**config.mk**
```make
export PLATFORM = sky130hd
export DESIGN_NAME = node_eval
export DESIGN_NICKNAME = d
export VERILOG_FILES = /design/src/rtl/node_eval.sv
export SDC_FILE = /design/constraint.sdc
export NUM_CORES = 1
export LEC_CHECK = 0
export BUFFER_PORTS_ARGS = -buffer_cell sky130_fd_sc_hd__buf_4
export CAP_MARGIN = 20
export CORE_MARGIN = 2
export CORE_UTILIZATION = 45
export CTS_CLUSTER_DIAMETER = 120
export DETAILED_ROUTE_END_ITERATION = 10
export PLACE_DENSITY = 0.72
export SLEW_MARGIN = 20
export SYNTH_ARGS = -nofsm -noshare
export SYNTH_HDL_FRONTEND = slang
export SYNTH_SLANG_ARGS = --single-unit
```
**constraint.sdc**
```tcl
create_clock -name clk -period 8.87 [get_ports clk]
set_input_delay 1.774 -clock clk [delete_from_list [all_inputs] [get_ports clk]]
set_output_delay 1.774 -clock clk [all_outputs]
set_load 0.005 [all_outputs]
```
**src/rtl/node_eval.sv**
```systemverilog
// node_eval: per-node weighted-sum datapath for the tree walker.
// Accumulates coeff*x over all features, then decides the child direction.
module node_eval #(
    parameter  int FEATURES          = 3,
    parameter  int FEATURE_BIT_DEPTH = 8,
    parameter  int COEFF_BIT_DEPTH   = 4,
    parameter  int BIAS_BIT_DEPTH    = 10,
    localparam int IW                = $clog2(FEATURES)
) (
    input  logic                                  clk,
    input  logic                                  reset,
    input  logic                                  i_sample_valid,
    output logic                                  o_sample_ready,
    input  logic [FEATURES*FEATURE_BIT_DEPTH-1:0] i_sample,
    output logic [IW-1:0]                         o_feat_idx,
    input  logic [COEFF_BIT_DEPTH-1:0]            i_coeff,
    input  logic                                  i_is_one,
    input  logic [BIAS_BIT_DEPTH-1:0]             i_bias,
    input  logic                                  i_tree_done,
    input  logic [IW-1:0]                         i_path,
    output logic                                  o_next,
    output logic                                  o_child_direction,
    output logic                                  o_class_valid,
    output logic [IW-1:0]                         o_class_path
);

    localparam int FB    = FEATURE_BIT_DEPTH;
    localparam int CB    = COEFF_BIT_DEPTH;
    localparam int BB    = BIAS_BIT_DEPTH;
    localparam int ACC_W = FB + CB + IW + 1;
    localparam int CMP_W = ((ACC_W > BB) ? ACC_W : BB) + 1;

    typedef enum logic [1:0] {
        S_IDLE,
        S_ACCUM,
        S_COMPARE,
        S_WAIT
    } state_t;

    state_t                       r_state;
    state_t                       w_state_nxt;
    logic [FEATURES*FB-1:0]       r_sample;
    logic signed [ACC_W-1:0]      r_acc;
    logic [IW-1:0]                r_feat_idx;
    logic                         r_child_dir;
    logic                         r_class_valid;
    logic [IW-1:0]                r_class_path;

    logic signed [FB-1:0]         w_x;
    logic signed [FB+CB-1:0]      w_prod;
    logic signed [ACC_W-1:0]      w_term;
    logic signed [CMP_W-1:0]      w_acc_ext;
    logic signed [CMP_W-1:0]      w_bias_ext;
    logic                         w_ge;
    logic                         w_last;

    always_comb begin
        w_x = '0;
        for (int k = 0; k < FEATURES; k++) begin
            if (r_feat_idx == IW'(k)) begin
                w_x = r_sample[k*FB +: FB];
            end
        end
    end

    assign w_prod = w_x * $signed(i_coeff);

    // is_one bypasses the multiplier so a +1 weight needs no coeff encoding
    assign w_term = i_is_one
        ? {{(ACC_W-FB){w_x[FB-1]}}, w_x}
        : {{(ACC_W-FB-CB){w_prod[FB+CB-1]}}, w_prod};

    assign w_acc_ext  = {{(CMP_W-ACC_W){r_acc[ACC_W-1]}}, r_acc};
    assign w_bias_ext = {{(CMP_W-BB){i_bias[BB-1]}}, i_bias};
    assign w_ge       = (w_acc_ext >= w_bias_ext);
    assign w_last     = (r_feat_idx == IW'(FEATURES-1));

    always_ff @(posedge clk) begin
        if (reset) begin
            r_state <= S_IDLE;
        end else begin
            r_state <= w_state_nxt;
        end
    end

    always_comb begin
        w_state_nxt    = r_state;
        o_sample_ready = 1'b0;
        o_next         = 1'b0;
        unique case (r_state)
            S_IDLE: begin
                o_sample_ready = 1'b1;
                if (i_sample_valid) begin
                    w_state_nxt = S_ACCUM;
                end
            end
            S_ACCUM: begin
                if (w_last) begin
                    w_state_nxt = S_COMPARE;
                end
            end
            S_COMPARE: begin
                o_next      = 1'b1;
                w_state_nxt = S_WAIT;
            end
            S_WAIT: begin
                w_state_nxt = i_tree_done ? S_IDLE : S_ACCUM;
            end
            default: w_state_nxt = S_IDLE;
        endcase
    end

    always_ff @(posedge clk) begin
        if (reset) begin
            r_sample      <= '0;
            r_acc         <= '0;
            r_feat_idx    <= '0;
            r_child_dir   <= 1'b0;
            r_class_valid <= 1'b0;
            r_class_path  <= '0;
        end else begin
            r_class_valid <= 1'b0;
            case (r_state)
                S_IDLE: begin
                    if (i_sample_valid) begin
                        r_sample   <= i_sample;
                        r_acc      <= '0;
                        r_feat_idx <= '0;
                    end
                end
                S_ACCUM: begin
                    r_acc      <= r_acc + w_term;
                    r_feat_idx <= w_last ? '0 : r_feat_idx + 1'b1;
                end
                S_COMPARE: begin
                    r_child_dir <= w_ge;
                end
                S_WAIT: begin
                    if (i_tree_done) begin
                        r_class_path  <= i_path;
                        r_class_valid <= 1'b1;
                    end else begin
                        r_acc      <= '0;
                        r_feat_idx <= '0;
                    end
                end
                default: ;
            endcase
        end
    end

    // direction is live alongside next, then held until the next compare
    assign o_child_direction = (r_state == S_COMPARE) ? w_ge : r_child_dir;
    assign o_feat_idx        = r_feat_idx;
    assign o_class_valid     = r_class_valid;
    assign o_class_path      = r_class_path;

endmodule

```
### After elaboration in Yosys (flattened, before gate mapping)

Index checks and enable logic that the tools add are counted.

* bits in latches: 0
* bits in registers: 47
* memories kept: 0
* memory bits (read-only): 0
* RAM bits: 0
* output and inout port bits: 8

* multipliers: 1
* multiplexer cells: 19
* $lt $le $gt $ge: 1
* bitwise logic cells: 1
* equality and inequality tests: 8
* shifts and indexed selects: 0
* $add $sub $neg: 2
* reductions and logical operators: 8
* div/mod/pow operators: 0

Operators by type and width (number)
* $mux 15: 3
* $pmux 15 s3: 1
* $mux 8: 3
* $add 15x15->15: 1
* $ge 15x10->1: 1
* $mul 8x4->12: 1
* $mux 2: 5
* $pmux 2 s4: 1
* $eq 2x2->1 const B: 3
* $ne 2x2->1 const B: 3
* $pmux 2 s3: 1
* $reduce_and 2->1: 3
* $mux 1: 5
* $eq 2x1->1 const B: 2
* $logic_not 2->1: 2
* $reduce_and 3->1: 1
* $reduce_bool 3->1: 1
* $add 2x1->2 const B: 1
* $reduce_or 2->1: 1
* $not 1->1: 1

### Depth between registers and ports, before layout

* depth in word-level cells: 8
* depth in mapped cells: 28
* mapped depth without buffers: 26

### Least setup slack after synthesis

Ideal clock, no wire load.

* path type: input to register
* start: input port i_coeff[3]
* end: register r_acc[14]
* required time: 8.805 ns
* arrival time: 6.625 ns
* cell stages on the path: 22
* setup slack: 2.180 ns
* path through: clkinv_1 -> nor2_1 -> fa_1 -> fa_1 -> ha_1 -> ha_1 -> a21o_1 -> a21oi_1 -> o21bai_1 -> a21oi_1 -> o21bai_1 -> a21oi_1 -> xor2_1 -> o21ai_0 -> ha_1 -> and3_4 -> a221oi_4 -> inv_2 -> a221oi_4 -> o21ai_2 -> or4_1 -> nand4b_1

* word-level cells in the longest chain between the ends: 4

RTL lines
* from (decl): line 16 `input logic [COEFF_BIT_DEPTH-1:0] i_coeff,`
* $mul 8x4->12: line 66 `assign w_prod = w_x * $signed(i_coeff);`
* $mux 15: line 70 `? {{(ACC_W-FB){w_x[FB-1]}}, w_x}`
* $add 15x15->15: line 132 `r_acc <= r_acc + w_term;`
* $pmux 15 s3: line 123 `case (r_state)`
* to (signal assigned): line 132
* to (decl): line 43 `logic signed [ACC_W-1:0] r_acc;`

No other way between the ends.
A chain may end at the register's enable or synchronous reset.

### Worst setup path after layout

Same ends and word-level chain as after synthesis.

==> results.md <==
- Status: finished clean
- Startpoint Class: input port
- Count leader, synth: nand2_1
- # Max-Cap Violations: 0
- Worst path arrival time: a little over 7000 ps
- Core area: 0.008763 mm²
- Ant. Diodes: 0
- Cell area after layout: roughly 0.0046 mm²
- Cells after Synth: a little under 500
- Layout Area Growth over Synthesis: 13.16%
- Crit path max-delay family: adder cells
- Routed len/inst: about 13 µm
- Req. time, crit path: 9120 ps
- RSZ-0062 raised after global routing: false
- CTS tree: yes
- Via count: ~3500
- Post-Route WL: roughly 8.6 mm
- CTS sink cnt: 47
- GP Congestion: about 0.8
- Fmax: 146.0 MHz
- Yosys reg bits: between 40 and 50
- Top cells by area, synth: dfxtp_1, ha_1, fa_1
- Skew final: 5.967 ps
- Final Setup Violations: 0
- Power Density: between 200 and 250 mW/mm²
- Final Hold Viols: 0
- Post-Synth Adder-Cell Area: 25.15%
- CP max FO: 8
- Detail Route Antenna Nets: 0
- Post-synth EDFFs: 0
- Nets: between 600 and 700
- Critical path class: in2reg
- Worst-path cell chain: buf_4 > clkinv_1 > nor2_1 > fa_1 > fa_1 > ha_1 > ha_1 > a21o_1 > a21oi_1 > o21bai_1 > a21oi_1 > o21bai_1 > a21oi_1 > xor2_1 > o21ai_0 > ha_1 > and3_4 > a221oi_4 > inv_2 > a221oi_4 > o21ai_2 > or4_1 > nand4b_1
- Row cnt: 34
- Mapped Nets: 610
- DRC: 0
- Post-synth top area cell: dfxtp_1
- Unique masters post-synth: 53
- Primary FF master, synth: dfxtp_1
- Share of the synthesized area in the top cell type: 23.12%
- Number of buffers created by CTS: 5
- Skew-Pair Late Insertion Delay: about 310 ps
- Hpwl dp: 6.865 mm
- CP max stage delay: around 500 ps
- Max IR drop VDD: 0.1385 mV
- Clk root buf: clkbuf_8
- Synth Area in Compound Gates: between 10% and 20%
- Fraction of the mapped netlist area in simple logic gates: just over 20%
- Critical Path End Type: flip-flop
- First-pass DRT Iterations: 5
- I/O Buffers: 52
- Die ar.: 0.009822 mm²
- Final min period: ~6800 ps
- Most frequent cells after synthesis: nand2_1, ha_1, a21oi_1
- Setup TNS: 0 ps
- GRT Util Overall: between 10% and 20%
- Buf/Inv on CP: 3
- Async SR Flop Fraction: 0%
- Xor and xnor area share after synthesis: ~4.7%
- Relative slew slack: around 41%
- Layout Cells excl Fill: about 640
- Inst Count DP: about 640
- Vias in the first global route: roughly 3300
- Die W: about 99 µm
- Area post-placement: between 0.004 and 0.005 mm²
- Slowest-stage cell, CP: fa_1
- Setup bufs post-CTS: 0
- Initial DRC count: approximately 140
- H-tree depth: 2
- Max-slew violations: 0
- Worst Hold Class: reg2reg
- Worst Max-Slew Pin Slew: slightly below 900 ps
- Via density: about 5.4
- Synthesis Warnings: 0
- Layout cells sized above 1: a little over an eighth
- Max Root-Sink Buffers: 2
- Post-CTS Hold Fix Bufs: 0
- Sequential share of the synthesized area: between 20% and 30%
- Crit share post-route: between 70 and 80%
- Mean Syn Cell Area: 8.239 µm²
- LEAKAGE: 2.154 nW
- Largest family of logic cells by synthesized area: adder cells
- Initial antenna violation count: 0
- Place WS: 1721 ps
- Grt ovf: 0
- Synthesized area: slightly above 0.004 mm²
- Largest net degree at the start of global routing: 49
- Worst-path clk slew: roughly 90 ps
- First-pass GRT wire length: 14.88 mm
- Initial Utilization: 46.44%
- IO Count: 53
- Post-CTS resize count: 0
- Final worst slack: 2022 ps
- Multiplexer area fraction after synthesis: ~3.5%
- Die Ht: 99.11 µm
per-stage QoR:
stage	power (mW)	util, %	hold slack [ps]
3_5_place_dp	0.9533	51.58	447.3
2_1_floorplan	0.8057	-	435.7
4_1_cts	1.090	52.56	461.0
5_1_grt	1.193	52.56	485.7
3_3_place_gp	0.9332	51.58	442.7
6_report	1.081	52.56	458.1
cells in the final DEF, fill, tap and decap left out, types with 4 or more instances in the layout:
cell type,synthesis,layout
nand2_1,85,85
ha_1,53,53
buf_4,1,52
a21oi_1,48,48
dfxtp_1,47,47
inv_1,33,33
nor2_1,30,30
and2_1,21,21
fa_1,18,18
o21ai_0,13,13
xnor2_1,13,13
mux2i_1,11,11
nor2b_1,8,8
xor2_1,7,7
a21o_1,7,7
a22oi_1,7,7
o22ai_1,6,6
nand2b_1,6,6
o21a_1,5,5
nand3_1,5,5
clkbuf_8,0,5
o21ai_1,4,4
a22o_1,4,4
layout make-up:
cell class	instances	area [µm²]
fillers	848	4158
inverters	35	131.4
clock inverters	2	12.51
multi-input cells	393	2923
flip-flops and latches	47	940.9
clock buffers	6	72.57
repair buffers	52	390.4
well taps	108	135.1
flip-flops by register name (all words and copies together), names as in the netlist:
register       cells
o_class_path       2
o_class_valid      1
r_child_dir        1
r_acc             15
r_state            2
r_sample          24
o_feat_idx         2
kinds of logic (layout without fill, tap and decap cells):
kind of cell | Yosys count | in the layout
AOI/OAI and AO/OA | 113 | 113
xor gates and xnor gates | 21 | 21
adders and majority gates | 71 | 71
buffers and inverters | 54 | 95
DFF | 47 | 47
muxes | 14 | 14
and+or+nand+nor | 174 | 174
where the power goes:
part	switching, mW	internal, mW	total (mW)	leakage (nW)
sequential	0.0360	0.251	0.287	0.383
clock	0.0783	0.0553	0.134	0.0412
combinational	0.371	0.289	0.660	1.73
final timing paths:
check / start / end / slack, ps / cells after the start
worst max-delay path: i_coeff[3] / r_acc[14]$_SDFFE_PP0P_ / 2020 / 23
worst min-delay path: r_sample[11]$_SDFFE_PP0P_ / r_sample[11]$_SDFFE_PP0P_ / 460 / 2
worst max register to register: o_feat_idx[1]$_SDFFE_PP0P_ / r_acc[14]$_SDFFE_PP0P_ / 2150 / 24
worst min register to register: r_sample[11]$_SDFFE_PP0P_ / r_sample[11]$_SDFFE_PP0P_ / 460 / 2
tightest hold or removal path, delay by kind of cell, from the launching register on:
kind / cells / cell delay [ps]
and+or+nand+nor: 1 / 50
AOI/OAI and AO/OA: 1 / 50
DFF: 1 / 320
layer usage:
layer,share of wire [%],global-route usage (%),up-vias
met5,0,0,-
met4,1.4,4.426,0
met2,47,30.77,78
met3,4.0,3.443,14
li1,-,-,1765
met1,47,24.25,1602
Power figures use the tool's default switching activity.
